$ cat config.mk
export PLATFORM = sky130hd
export DESIGN_NAME = bus_grant_arbiter
export DESIGN_NICKNAME = d
export VERILOG_FILES = /design/src/rtl/bus_grant_arbiter.sv
export SDC_FILE = /design/constraint.sdc
export NUM_CORES = 1
export LEC_CHECK = 0
export BUFFER_PORTS_ARGS = -buffer_cell sky130_fd_sc_hd__buf_2
export CAP_MARGIN = 40
export CORE_MARGIN = 3
export CORE_UTILIZATION = 60
export DETAILED_ROUTE_END_ITERATION = 10
export PLACE_DENSITY_LB_ADDON = 0.25
export SLEW_MARGIN = 20
export SYNTH_ARGS = -nofsm -noshare
export SYNTH_HDL_FRONTEND = slang
export SYNTH_SLANG_ARGS = --single-unit
$ cat constraint.sdc
create_clock -name clock -period 13.4 [get_ports clock]
set_clock_uncertainty 0.15 [all_clocks]
set_input_delay 0.67 -clock clock [delete_from_list [all_inputs] [get_ports clock]]
set_output_delay 0.67 -clock clock [all_outputs]
set_load 0.03 [all_outputs]
$ cat src/rtl/bus_grant_arbiter.sv
// ---------------------------------------------------------------------------
// bus_grant_arbiter
//
// Round-robin arbiter granting the shared datapath bus to one of 32 sources.
// The registered one-hot grant feeds the 32-to-5 bus-select encoder, so it
// is never allowed to carry more than one set bit.
//
// A tenure ends on an owner release, on the owner dropping its request, or
// after MAX_HOLD owned cycles. Each tenure is followed by one bus-turnaround
// cycle before the next arbitration.
//
// Ports
//   clock        : system clock, rising edge
//   clear        : asynchronous active-high reset
//   req[31:0]    : level-sensitive request lines, bit i = source i
//   release_in   : one-cycle pulse from the current owner ending its tenure
//   grant[31:0]  : registered one-hot grant (or all-zeros)
//   grant_valid  : registered, high exactly when grant is non-zero
//   timeout_flag : registered one-cycle pulse when MAX_HOLD ends a tenure
//
// Parameter
//   MAX_HOLD     : maximum owned cycles per tenure, 0 disables (0..255)
// ---------------------------------------------------------------------------
module bus_grant_arbiter #(
    parameter int unsigned MAX_HOLD = 16
) (
    input  logic        clock,
    input  logic        clear,
    input  logic [31:0] req,
    input  logic        release_in,
    output logic [31:0] grant,
    output logic        grant_valid,
    output logic        timeout_flag
);

    typedef enum logic [1:0] {
        IDLE  = 2'd0,
        OWNED = 2'd1,
        TURN  = 2'd2
    } state_t;

    localparam logic [7:0] HOLD_LIM = 8'(MAX_HOLD);

    state_t      state_q, state_d;
    logic [4:0]  ptr_q, ptr_d;
    logic [7:0]  cnt_q, cnt_d;
    logic [4:0]  owner_q, owner_d;
    logic [31:0] grant_q, grant_d;
    logic        valid_q, valid_d;
    logic        tflag_q, tflag_d;

    logic        pick_found;
    logic [4:0]  pick_idx;
    logic [4:0]  cand;
    logic        end_rel;
    logic        end_to;

    // First requesting source at or above ptr, wrapping 31 -> 0.
    always_comb begin
        pick_found = 1'b0;
        pick_idx   = ptr_q;
        cand       = 5'd0;
        for (int i = 0; i < 32; i++) begin
            cand = ptr_q + 5'(i);
            if (!pick_found && req[cand]) begin
                pick_found = 1'b1;
                pick_idx   = cand;
            end
        end
    end

    // A release or dropped request takes precedence over the timeout, so the
    // flag only fires when the hold limit alone ends the tenure.
    assign end_rel = release_in | ~req[owner_q];
    assign end_to  = (MAX_HOLD != 0) && (cnt_q == HOLD_LIM);

    always_comb begin
        state_d = state_q;
        ptr_d   = ptr_q;
        cnt_d   = cnt_q;
        owner_d = owner_q;
        grant_d = grant_q;
        valid_d = valid_q;
        tflag_d = 1'b0;

        unique case (state_q)
            IDLE: begin
                grant_d = 32'd0;
                valid_d = 1'b0;
                if (pick_found) begin
                    grant_d = 32'd1 << pick_idx;
                    valid_d = 1'b1;
                    owner_d = pick_idx;
                    cnt_d   = 8'd1;
                    state_d = OWNED;
                end
            end
            OWNED: begin
                if (end_rel || end_to) begin
                    grant_d = 32'd0;
                    valid_d = 1'b0;
                    ptr_d   = owner_q + 5'd1;
                    tflag_d = end_to & ~end_rel;
                    state_d = TURN;
                end else if (cnt_q != 8'hFF) begin
                    cnt_d = cnt_q + 8'd1;
                end
            end
            TURN: begin
                // Bus turnaround: requests are not looked at here.
                grant_d = 32'd0;
                valid_d = 1'b0;
                state_d = IDLE;
            end
            default: begin
                grant_d = 32'd0;
                valid_d = 1'b0;
                state_d = IDLE;
            end
        endcase
    end

    always_ff @(posedge clock or posedge clear) begin
        if (clear) begin
            state_q <= IDLE;
            ptr_q   <= 5'd0;
            cnt_q   <= 8'd0;
            owner_q <= 5'd0;
            grant_q <= 32'd0;
            valid_q <= 1'b0;
            tflag_q <= 1'b0;
        end else begin
            state_q <= state_d;
            ptr_q   <= ptr_d;
            cnt_q   <= cnt_d;
            owner_q <= owner_d;
            grant_q <= grant_d;
            valid_q <= valid_d;
            tflag_q <= tflag_d;
        end
    end

    assign grant        = grant_q;
    assign grant_valid  = valid_q;
    assign timeout_flag = tflag_q;

endmodule
==> insert_results.sql, run 1 <==
INSERT INTO impl_metrics (metric_group, metric, value, unit) VALUES
('clock_tree', 'clkTransAtPathRegs', '70', 'ps'),
('clock_tree', 'cts_hold_buf', '0', ''),
('setup_path', 'reg_to_reg_end', 'grant[13]$_DFFE_PP0P_', ''),
('setup_path', 'worst-path-max-fanout', '41', ''),
('yosys', 'postSynthAreaPerCell', '8.88', 'µm²'),
('detailed_routing', 'antenna_violating_nets_post_route', '0', ''),
('detailed_routing', 'total_iterations_of_the_first_detailed_routing_run', '7', ''),
('yosys', 'most_used_flip_flop_cell_after_synthesis', 'sky130_fd_sc_hd__dfrtp_1', ''),
('place', 'dp_hpwl', '26400', 'µm'),
('setup_path', 'worstPathArrival', '7680', 'ps'),
('floorplan', 'core_area', '14900', 'µm²'),
('timing', 'max_slew.worst_pin.slew', '882', 'ps'),
('yosys', 'ys_warn_count', '0', ''),
('detailed_routing', 'route.detailed.wl_per_inst', '27.4', 'µm'),
('clock_tree', 'cts.root.buffer_cell', 'sky130_fd_sc_hd__clkbuf_16', ''),
('grt', 'grt.overflow.total', '0', ''),
('detailed_routing', 'drtIter0Drc', '1878', ''),
('setup_path', 'worst_r2r_path_depth', '15', ''),
('grt', 'wire_length_of_the_first_global_routing_pass', '53600', 'µm'),
('yosys', 'ys_ff_latch', '54', ''),
('clock_tree', 'post_cts_buffers', '0', ''),
('timing', 'fin_tns_setup', '0', 'ps'),
('finish', 'fin_util', '66.7', '%'),
('finish', 'final_common_cell', 'sky130_fd_sc_hd__nand2_1', ''),
('detailed_routing', 'num_vias', '9866', ''),
('timing', 'final_number_of_hold_violating_endpoints', '0', ''),
('detailed_routing', 'routed_via_density', '7.79', ''),
('setup_path', 'timing.critical_path.required', '13440', 'ps'),
('yosys', 'synth_nets', '1100', ''),
('grt', 'initial_antenna_violation_count', '0', ''),
('grt', 'grt_start_max_net_pins', '55', ''),
('yosys', 'synth-async-reset-ratio', '100', '%'),
('setup_path', 'critPathLaunch', 'ptr_q[0]$_DFFE_PP0P_', ''),
('floorplan', 'placement_rows', '44', ''),
('timing', 'fmax', '0.131', 'GHz'),
('timing', 'unrepaired_setup_endpoints_after_global_routing', 'false', ''),
('clock_tree', 'cts_tree', 'done', ''),
('timing', 'setup_viol', '0', ''),
('finish', 'finalNetCount', '1133', ''),
('detailed_routing', 'count_of_unresolved_drc_violations_after_routing', '0', ''),
('yosys', 'synth.cell_area', '9320', 'µm²'),
('yosys', 'synthesis.instances', '1049', ''),
('place', 'finalWeightedCongestion', '1.10', ''),
('floorplan', 'design.portCount', '69', ''),
('yosys', 'synth-edff-count', '0', ''),
('timing', 'worst_relative_slew_slack', '39.5', '%'),
('detailed_routing', 'wirelength', '34700', 'µm'),
('clock_tree', 'numClockSinks', '54', ''),
('setup_path', 'critical_path.endpoint_type', 'flop', ''),
('setup_path', 'criticalPathCategory', 'reg2reg', ''),
('clock_tree', 'cts_buffers', '5', ''),
('setup_path', 'crit-reg2reg-launch', 'ptr_q[0]$_DFFE_PP0P_', ''),
('finish', 'diodes', '0', ''),
('finish', 'drive_above_1_share', '25.1', '%'),
('finish', 'layout.cells.most_common_list', 'sky130_fd_sc_hd__nand2_1 (124), sky130_fd_sc_hd__mux4_2 (78), sky130_fd_sc_hd__buf_2 (68)', ''),
('flow_run', 'max_cap_violations', '0', ''),
('yosys', 'yosysSeqAreaShare', '14.5', '%'),
('clock_tree', 'post_cts.resized_instances', '0', ''),
('place', 'placement.io_buffers', '68', ''),
('floorplan', 'die_height', '131', 'µm'),
('timing', 'layout_worst_path_cycle_share', '57.0', '%'),
('setup_path', 'critPathLaunchType', 'flop', ''),
('floorplan', 'die_x', '131', 'µm'),
('yosys', 'netlist_cell_types', '92', ''),
('clock_tree', 'insertion_delay', '290', 'ps'),
('grt', 'grt_pass1_vias', '9193', ''),
('timing', 'timing.final.max_slew_violations', '0', ''),
('run_status', 'outcome', 'completed', ''),
('grt', 'gr-usage-all-layers', '41.0', '%'),
('timing', 'fin_crit', '7640', 'ps'),
('floorplan', 'start_util', '62.7', '%'),
('clock_tree', 'clock_tree.buffer_depth', '2', ''),
('setup_path', 'setup.reg_to_reg.worst_slack', '5760', 'ps'),
('setup_path', 'setup.worst_path.end', 'grant[13]$_DFFE_PP0P_', ''),
('floorplan', 'floorplan.die_area', '17100', 'µm²'),
('finish', 'area_delta_synth_final', '6.39', '%'),
('worst_hold_path', 'timing.hold.worst.class', 'reg2reg', ''),
('clock_tree', 'cts_htree_levels', '2', '');
[synthesized netlist by cell type (all sizes together) (9+ instances only)]
| cell type | instances | area (µm²) |
|---|---|---|
| a21oi | 46 | 230 |
| dfrtp | 54 | 1350 |
| o21ai | 38 | 190 |
| nor4 | 12 | 75.1 |
| o31ai | 35 | 283 |
| mux2i | 62 | 621 |
| o22ai | 11 | 68.8 |
| mux2 | 72 | 815 |
| a22oi | 13 | 97.6 |
| nor3 | 29 | 150 |
| buf | 39 | 264 |
| or3 | 12 | 75.1 |
| xor2 | 15 | 131 |
| o221ai | 9 | 78.8 |
| nand2b | 10 | 62.6 |
| a211oi | 13 | 97.6 |
| a21boi | 11 | 82.6 |
| nor2 | 69 | 269 |
| nand4 | 16 | 115 |
| clkbuf | 34 | 128 |
| mux4 | 80 | 1810 |
| xnor2 | 21 | 191 |
| o211ai | 17 | 128 |
| ha | 16 | 200 |
| inv | 28 | 108 |
| a31oi | 9 | 62.6 |
| nand3 | 33 | 170 |
| nand2 | 124 | 465 |
[critical path, cell delays in order (launching register included)]
cell	delay (ps)
sky130_fd_sc_hd__dfrtp_4	770
sky130_fd_sc_hd__inv_4	220
sky130_fd_sc_hd__ha_1	780
sky130_fd_sc_hd__buf_4	460
sky130_fd_sc_hd__mux4_2	620
sky130_fd_sc_hd__mux4_2	500
sky130_fd_sc_hd__mux2i_1	560
sky130_fd_sc_hd__nand4_4	500
sky130_fd_sc_hd__or4_1	690
sky130_fd_sc_hd__or4_4	620
sky130_fd_sc_hd__o32ai_1	250
sky130_fd_sc_hd__a211oi_1	110
sky130_fd_sc_hd__o21ai_1	190
sky130_fd_sc_hd__nor3b_2	430
sky130_fd_sc_hd__nand2b_1	300
sky130_fd_sc_hd__o31ai_1	340
[kinds of logic after synthesis]
group,synth area share [%]
flip-flops,14.5
XOR/XNOR,3.46
AO/OA/AOI/OAI,20.8
multiplexers,34.8
AND/OR/NAND/NOR,18.8
adder cells (fa/ha/maj),2.15
buffers and inverters,5.40
[metrics by stage]
stage / area [µm²] / instances / setup slack (ps) / hold slack, ps
2_1_floorplan: 9320 / 1049 / 7260 / 359
4_1_cts: 9910 / 1266 / 6030 / 325
6_report: 9920 / 1267 / 5760 / 324
5_1_grt: 9920 / 1267 / 5520 / 333
3_3_place_gp: 9660 / 1248 / 6120 / 308
3_5_place_dp: 9740 / 1258 / 6070 / 310
[worst min-delay path by stage]
stage,from,to,cells after the start
after floorplan,owner_q[4]$_DFFE_PP0P_,owner_q[4]$_DFFE_PP0P_,2
after global placement,grant_valid$_DFFE_PP0P_,grant_valid$_DFFE_PP0P_,2
after detailed placement,grant[12]$_DFFE_PP0P_,grant[12]$_DFFE_PP0P_,2
after CTS,grant[9]$_DFFE_PP0P_,grant[9]$_DFFE_PP0P_,2
after global routing,grant[11]$_DFFE_PP0P_,grant[11]$_DFFE_PP0P_,2
final,grant[12]$_DFFE_PP0P_,grant[12]$_DFFE_PP0P_,2
[cell type report]
cell class / instances / area, µm²
clock buffer: 6 / 129
clock inverter: 2 / 38.8
fill: 1241 / 4950
inverter: 29 / 111
multi-input combinational: 893 / 7480
sequential: 54 / 1360
tap: 184 / 230
timing repair buffer: 99 / 576
[sequential cells by signal, indices dropped and copies added (netlist names)]
name / count
ptr_q: 5
grant_valid: 1
cnt_q: 8
owner_q: 5
grant: 32
state_q: 2
timeout_flag: 1
[layer usage]
metal | routed length [µm] | GRT usage, %
met5 | 0 | 0
met2 | 14600 | 58.5
met3 | 5230 | 13.4
met1 | 13100 | 57.9
met4 | 1810 | 16.3
Power of run 1 is left out: the tool's default activity adds up to more than one toggle a clock period on the data nets, which glitch-free logic cannot reach.
==> inputs of run 2 (changes only) <==
--- a/config.mk
+++ b/config.mk
@@ -8,7 +8,7 @@
 export BUFFER_PORTS_ARGS = -buffer_cell sky130_fd_sc_hd__buf_2
 export CAP_MARGIN = 40
 export CORE_MARGIN = 3
-export CORE_UTILIZATION = 60
+export CORE_UTILIZATION = 57
 export DETAILED_ROUTE_END_ITERATION = 10
 export PLACE_DENSITY_LB_ADDON = 0.25
 export SLEW_MARGIN = 20
==> constraint.sdc (replaced) <==
create_clock -name clock -period 6.7 [get_ports clock]
set_clock_uncertainty 0.15 [all_clocks]
set_input_delay 0.335 -clock clock [delete_from_list [all_inputs] [get_ports clock]]
set_output_delay 0.335 -clock clock [all_outputs]
set_load 0.03 [all_outputs]
==> run 2 against run 1 <==
  * Design area grew 2.4%
  * Utilization decreased by 3.0 points
  * Routed wire length rose by 9.7%
  * Via count up 1.9%
  * Critical path depth is 2 higher
  * Hold slack got worse by 270 ps
  * Sequential share of layout area shrank 0.32 points
  * Register-to-register slack lost 5500 ps
==> insert_results.sql, run 2 (synthesis gave the netlist of run 1 again) <==
INSERT INTO impl_metrics (metric_group, metric, value, unit) VALUES
('run_status', 'outcome', 'completed', ''),
('setup_path', 'crit-reg2reg-launch', 'ptr_q[0]$_DFFE_PP0P_', ''),
('detailed_routing', 'antenna_violating_nets_post_route', '0', ''),
('clock_tree', 'cts_hold_buf', '0', ''),
('setup_path', 'worst_r2r_path_depth', '17', ''),
('detailed_routing', 'wirelength', '38000', 'µm'),
('timing', 'setup_viol', '0', ''),
('grt', 'grt_pass1_vias', '9424', ''),
('timing', 'unrepaired_setup_endpoints_after_global_routing', 'false', ''),
('clock_tree', 'insertion_delay', '300', 'ps'),
('grt', 'initial_antenna_violation_count', '1', ''),
('timing', 'layout_worst_path_cycle_share', '95.7', '%'),
('grt', 'gr-usage-all-layers', '41.9', '%'),
('finish', 'flip_flop_count_of_the_largest_register_after_layout', '32', ''),
('finish', 'finalNonFillerCells', '1326', ''),
('place', 'finalWeightedCongestion', '1.11', ''),
('setup_path', 'cp_cell_sequence', 'inv_4 -> ha_1 -> buf_4 -> mux4_2 -> mux4_2 -> mux2i_1 -> nand2_1 -> nor4_1 -> buf_4 -> nand3_1 -> or3b_1 -> nand4b_1 -> nor4_1 -> buf_2 -> xnor2_1 -> nand2_1 -> o31ai_1', ''),
('flow_run', 'max_cap_violations', '0', ''),
('floorplan', 'design.portCount', '69', ''),
('clock_tree', 'numClockSinks', '54', ''),
('clock_tree', 'cts.root.buffer_cell', 'sky130_fd_sc_hd__clkbuf_16', ''),
('place', 'placedCellCount', '1313', ''),
('grt', 'grt_start_max_net_pins', '55', ''),
('setup_path', 'worst-path-max-fanout', '18', ''),
('setup_path', 'critical_path.endpoint_type', 'flop', ''),
('finish', 'footprint_of_the_flip_flops_and_latches', '1360', 'µm²'),
('finish', 'drive_above_1_share', '27.1', '%'),
('floorplan', 'die_x', '134', 'µm'),
('timing', 'fmax', '0.156', 'GHz'),
('setup_path', 'worst_path_largest_cell_delay', '620', 'ps'),
('clock_tree', 'clkTransAtPathRegs', '80', 'ps'),
('place', 'placement.io_buffers', '68', ''),
('setup_path', 'worst_path_max_delay_cell', 'sky130_fd_sc_hd__mux4_2', ''),
('setup_path', 'reg_to_reg_end', 'grant[24]$_DFFE_PP0P_', ''),
('detailed_routing', 'total_iterations_of_the_first_detailed_routing_run', '6', ''),
('setup_path', 'worstPathArrival', '6450', 'ps'),
('timing', 'final_number_of_hold_violating_endpoints', '0', ''),
('timing', 'timing.final.max_slew_violations', '0', ''),
('finish', 'finalNetCount', '1159', ''),
('clock_tree', 'post_cts.resized_instances', '0', ''),
('detailed_routing', 'routed_via_density', '7.58', ''),
('detailed_routing', 'count_of_unresolved_drc_violations_after_routing', '0', ''),
('finish', 'area_delta_synth_final', '8.93', '%'),
('finish', 'filler_cell_count', '1397', ''),
('detailed_routing', 'num_vias', '10051', ''),
('setup_path', 'buf_inv_stages_crit_path', '4', ''),
('timing', 'fin_tns_setup', '0', 'ps'),
('floorplan', 'core_area', '15900', 'µm²'),
('setup_path', 'timing.critical_path.required', '6740', 'ps'),
('detailed_routing', 'drtIter0Drc', '1330', ''),
('timing', 'worst_slack_on_hold_paths', '53.2', 'ps'),
('clock_tree', 'cts_htree_levels', '2', ''),
('setup_path', 'criticalPathCategory', 'reg2reg', ''),
('clock_tree', 'clock_tree.buffer_depth', '2', ''),
('setup_path', 'cp_top_family', 'simple AND/OR/NAND/NOR gates', ''),
('finish', 'total_area_of_multi_input_combinational_cells', '7480', 'µm²'),
('clock_tree', 'post_cts_buffers', '0', ''),
('timing', 'max_slew.worst_pin.slew', '845', 'ps'),
('finish', 'final_common_cell', 'sky130_fd_sc_hd__nand2_1', ''),
('floorplan', 'die_height', '134', 'µm'),
('clock_tree', 'cts_buffers', '5', ''),
('timing', 'fin_crit', '6410', 'ps'),
('finish', 'layout.cells.most_common_list', 'sky130_fd_sc_hd__nand2_1 (124), sky130_fd_sc_hd__mux4_2 (78), sky130_fd_sc_hd__buf_2 (70)', ''),
('setup_path', 'critPathLaunchType', 'flop', ''),
('grt', 'grt.overflow.total', '0', ''),
('setup_path', 'setup.reg_to_reg.worst_slack', '290', 'ps'),
('worst_hold_path', 'timing.hold.worst.class', 'in2async', ''),
('grt', 'wire_length_of_the_first_global_routing_pass', '57700', 'µm'),
('detailed_routing', 'route.detailed.wl_per_inst', '28.7', 'µm'),
('place', 'dp_hpwl', '29300', 'µm'),
('floorplan', 'floorplan.die_area', '17900', 'µm²'),
('clock_tree', 'cts_tree', 'done', ''),
('timing', 'worst_relative_slew_slack', '42.1', '%'),
('floorplan', 'placement_rows', '46', ''),
('floorplan', 'start_util', '58.5', '%');
[run 2: layout make-up]
class	instances	area share [%]
Antenna cell	1	0.0246
Clock buffer	5	1.23
Clock inverter	3	0.259
Inverter	29	1.10
Multi-Input combinational cell	893	73.7
Sequential cell	54	13.3
Tap cell	216	2.66
Timing Repair Buffer	125	7.68
[run 2: worst max-delay path by stage]
stage,start,endpoint,slack (ps),cells past startpoint
final,ptr_q[0]$_DFFE_PP0P_,grant[24]$_DFFE_PP0P_,290,17
after global routing,ptr_q[0]$_DFFE_PP0P_,grant[4]$_DFFE_PP0P_,30,15
after CTS,ptr_q[0]$_DFFE_PP0P_,grant[27]$_DFFE_PP0P_,280,15
after detailed placement,ptr_q[0]$_DFFE_PP0P_,grant[27]$_DFFE_PP0P_,330,14
after global placement,ptr_q[2]$_DFFE_PP0P_,grant[5]$_DFFE_PP0P_,100,16
after floorplan,ptr_q[1]$_DFFE_PP0P_,grant[11]$_DFFE_PP0P_,560,23
[run 2: worst reg2reg max path, cell delays in order, from the launching register on]
cell	delay (ps)
sky130_fd_sc_hd__dfrtp_4	560
sky130_fd_sc_hd__inv_4	250
sky130_fd_sc_hd__ha_1	320
sky130_fd_sc_hd__buf_4	280
sky130_fd_sc_hd__mux4_2	620
sky130_fd_sc_hd__mux4_2	560
sky130_fd_sc_hd__mux2i_1	390
sky130_fd_sc_hd__nand2_1	350
sky130_fd_sc_hd__nor4_1	410
sky130_fd_sc_hd__buf_4	230
sky130_fd_sc_hd__nand3_1	100
sky130_fd_sc_hd__or3b_1	470
sky130_fd_sc_hd__nand4b_1	170
sky130_fd_sc_hd__nor4_1	80
sky130_fd_sc_hd__buf_2	190
sky130_fd_sc_hd__xnor2_1	620
sky130_fd_sc_hd__nand2_1	280
sky130_fd_sc_hd__o31ai_1	270
[run 2: per-layer routing]
layer,global-route usage [%],part of all wire [%]
met2,62.1,42
met5,0,0.032
met1,55.9,37
met3,10.7,14
met4,23.6,6.9
[run 2: per-stage QoR]
step | utilization [%] | area, µm² | worst slack, ps
after floorplan | - | 9320 | 563
after global placement | 62.3 | 9930 | 97.1
after detailed placement | 62.5 | 9960 | 335
after CTS | 63.4 | 10100 | 284
after global routing | 63.7 | 10100 | 30.8
final | 63.7 | 10200 | 290
Power of run 2 is left out for the same reason.
==> inputs of run 3 (changes only) <==
==> constraint.sdc (replaced) <==
create_clock -name clock -period 5.8 [get_ports clock]
set_clock_uncertainty 0.15 [all_clocks]
set_input_delay 0.29 -clock clock [delete_from_list [all_inputs] [get_ports clock]]
set_output_delay 0.29 -clock clock [all_outputs]
set_load 0.03 [all_outputs]
==> run 3 against run 2 <==
  * Sequential share of layout area fell by 0.72 points
  * First-iteration DRC count rose by 11%
  * Non-clock buffer count rose by 62
  * Sequential cell count did not move
  * Die area did not move
  * Cell count rose by 4.6%
  * Fmax rose by 13%
  * Utilization rose by 3.8 points
  * Routed wire length rose by 0.98%
  * Critical endpoint is now grant[5]$_DFFE_PP0P_
==> insert_results.sql, run 3 (synthesis gave the netlist of run 1 again) <==
INSERT INTO impl_metrics (metric_group, metric, value, unit) VALUES
('timing', 'setup_viol', '0', ''),
('finish', 'final_common_cell', 'sky130_fd_sc_hd__nand2_1', ''),
('finish', 'flip_flop_count_of_the_largest_register_after_layout', '32', ''),
('setup_path', 'timing.critical_path.required', '5850', 'ps'),
('setup_path', 'worstPathArrival', '5710', 'ps'),
('finish', 'layout.cells.most_common_list', 'sky130_fd_sc_hd__nand2_1 (124), sky130_fd_sc_hd__buf_4 (110), sky130_fd_sc_hd__mux4_2 (78)', ''),
('grt', 'grt_start_max_net_pins', '51', ''),
('detailed_routing', 'drtIter0Drc', '1473', ''),
('place', 'placement.io_buffers', '68', ''),
('detailed_routing', 'count_of_unresolved_drc_violations_after_routing', '0', ''),
('finish', 'area_delta_synth_final', '15.5', '%'),
('grt', 'grt_pass1_vias', '9648', ''),
('place', 'dp_hpwl', '30300', 'µm'),
('detailed_routing', 'routed_via_density', '7.45', ''),
('detailed_routing', 'antenna_violating_nets_post_route', '0', ''),
('run_status', 'outcome', 'completed', ''),
('clock_tree', 'numClockSinks', '54', ''),
('floorplan', 'die_height', '134', 'µm'),
('timing', 'worst_relative_slew_slack', '46.5', '%'),
('detailed_routing', 'total_iterations_of_the_first_detailed_routing_run', '8', ''),
('setup_path', 'worst-path-max-fanout', '25', ''),
('clock_tree', 'clkTransAtPathRegs', '80', 'ps'),
('detailed_routing', 'wirelength', '38400', 'µm'),
('grt', 'grt.overflow.total', '0', ''),
('clock_tree', 'cts_tree', 'done', ''),
('timing', 'max_slew.worst_pin.slew', '803', 'ps'),
('timing', 'layout_worst_path_cycle_share', '97.6', '%'),
('finish', 'drive_above_1_share', '31.8', '%'),
('grt', 'initial_antenna_violation_count', '1', ''),
('finish', 'finalNetCount', '1221', ''),
('floorplan', 'design.portCount', '69', ''),
('grt', 'wire_length_of_the_first_global_routing_pass', '57900', 'µm'),
('clock_tree', 'clock_tree.buffer_depth', '2', ''),
('finish', 'diodes', '0', ''),
('flow_run', 'max_cap_violations', '0', ''),
('timing', 'fin_crit', '5660', 'ps'),
('detailed_routing', 'route.detailed.wl_per_inst', '27.7', 'µm'),
('floorplan', 'start_util', '58.5', '%'),
('place', 'finalWeightedCongestion', '1.07', ''),
('floorplan', 'die_x', '134', 'µm'),
('place', 'placedCellCount', '1375', ''),
('timing', 'timing.final.max_slew_violations', '0', ''),
('timing', 'final_number_of_hold_violating_endpoints', '0', ''),
('finish', 'finalNonFillerCells', '1387', ''),
('floorplan', 'core_area', '15900', 'µm²'),
('clock_tree', 'cts.root.buffer_cell', 'sky130_fd_sc_hd__clkbuf_16', ''),
('floorplan', 'placement_rows', '46', ''),
('clock_tree', 'cts_buffers', '5', ''),
('grt', 'gr-usage-all-layers', '42.1', '%'),
('floorplan', 'floorplan.die_area', '17900', 'µm²'),
('detailed_routing', 'num_vias', '10328', ''),
('clock_tree', 'cts_htree_levels', '2', ''),
('setup_path', 'critical_path.endpoint_type', 'flop', ''),
('timing', 'fmax', '0.177', 'GHz'),
('setup_path', 'critPathLaunchType', 'flop', ''),
('worst_hold_path', 'timing.hold.worst.class', 'in2reg', ''),
('clock_tree', 'insertion_delay', '300', 'ps'),
('setup_path', 'criticalPathCategory', 'reg2reg', '');
run 3: changes by cell type in the layout (fill, tap and decap cells not counted), moves of 3 or more:
cell and change:
sky130_fd_sc_hd__buf_4 +60, sky130_fd_sc_hd__dfrtp_2 +3, sky130_fd_sc_hd__xnor2_1 -3, sky130_fd_sc_hd__dfrtp_1 -3
run 3: layout make-up:
cell class	count	area (µm²)
fill	1367	5180
sequential	54	1360
clock buffer	5	125
timing repair buffer	187	1310
multi-input combinational	893	7540
tap	216	270
inverter	29	111
clock inverter	3	47.5
run 3: what timing repair did:
| item | in CTS | in global routing |
|---|---|---|
| buffers inserted | 0 | 0 |
| hold buffers | 1 | 0 |
| resized for setup | 0 | 14 |
| endpoints found under the setup margin | 0 | 34 |
| hold endpoints to repair | 19 | 0 |
run 3: final timing paths:
kind / depth (start not counted) / startpoint / slack (ps) / to
setup / recovery: 15 / ptr_q[0]$_DFFE_PP0P_ / 140 / grant[5]$_DFFE_PP0P_
hold / removal: 4 / release_in / 180 / timeout_flag$_DFF_PP0_
setup reg to reg: 15 / ptr_q[0]$_DFFE_PP0P_ / 140 / grant[5]$_DFFE_PP0P_
hold reg to reg: 2 / grant[21]$_DFFE_PP0P_ / 320 / grant[21]$_DFFE_PP0P_
max in group asynchronous: 4 / clear / 4580 / grant[23]$_DFFE_PP0P_
min in group asynchronous: 3 / clear / 390 / cnt_q[2]$_DFFE_PP0P_
run 3: critical path, stage by stage, from the launching register on:
cell and delay (ps):
sky130_fd_sc_hd__dfrtp_4 460, sky130_fd_sc_hd__inv_4 40, sky130_fd_sc_hd__ha_1 310, sky130_fd_sc_hd__buf_12 190, sky130_fd_sc_hd__mux4_2 620, sky130_fd_sc_hd__mux4_2 590
sky130_fd_sc_hd__mux2i_1 220, sky130_fd_sc_hd__nand2_1 210, sky130_fd_sc_hd__or4_1 710, sky130_fd_sc_hd__or4b_4 560, sky130_fd_sc_hd__o211ai_1 200, sky130_fd_sc_hd__o211ai_1 120
sky130_fd_sc_hd__a21oi_1 250, sky130_fd_sc_hd__o21ai_2 180, sky130_fd_sc_hd__or3_1 440, sky130_fd_sc_hd__o31ai_1 290
run 3: through the flow:
stage | setup TNS, ps | setup slack (ps) | util (%) | hold slack (ps) | area (µm²)
2_1_floorplan | 0 | 3.87 | - | 313 | 9330
3_3_place_gp | 0 | 79.2 | 65.4 | 304 | 10400
3_5_place_dp | 0 | 41.5 | 65.7 | 169 | 10500
4_1_cts | 0 | 34.8 | 66.8 | 171 | 10700
5_1_grt | -6.22 | -4.66 | 67.5 | 194 | 10800
6_report | 0 | 139 | 67.5 | 179 | 10800
run 3: layer usage:
| metal | global-route usage, % | routed length (µm) | vias to the layer above |
|---|---|---|---|
| met5 | 0 | 60 | - |
| met4 | 19.1 | 2520 | 2 |
| met3 | 9.23 | 5020 | 189 |
| met2 | 64.6 | 16600 | 858 |
| met1 | 57.3 | 14200 | 4898 |
| li1 | - | - | 4381 |
Power of run 3 is left out for the same reason.
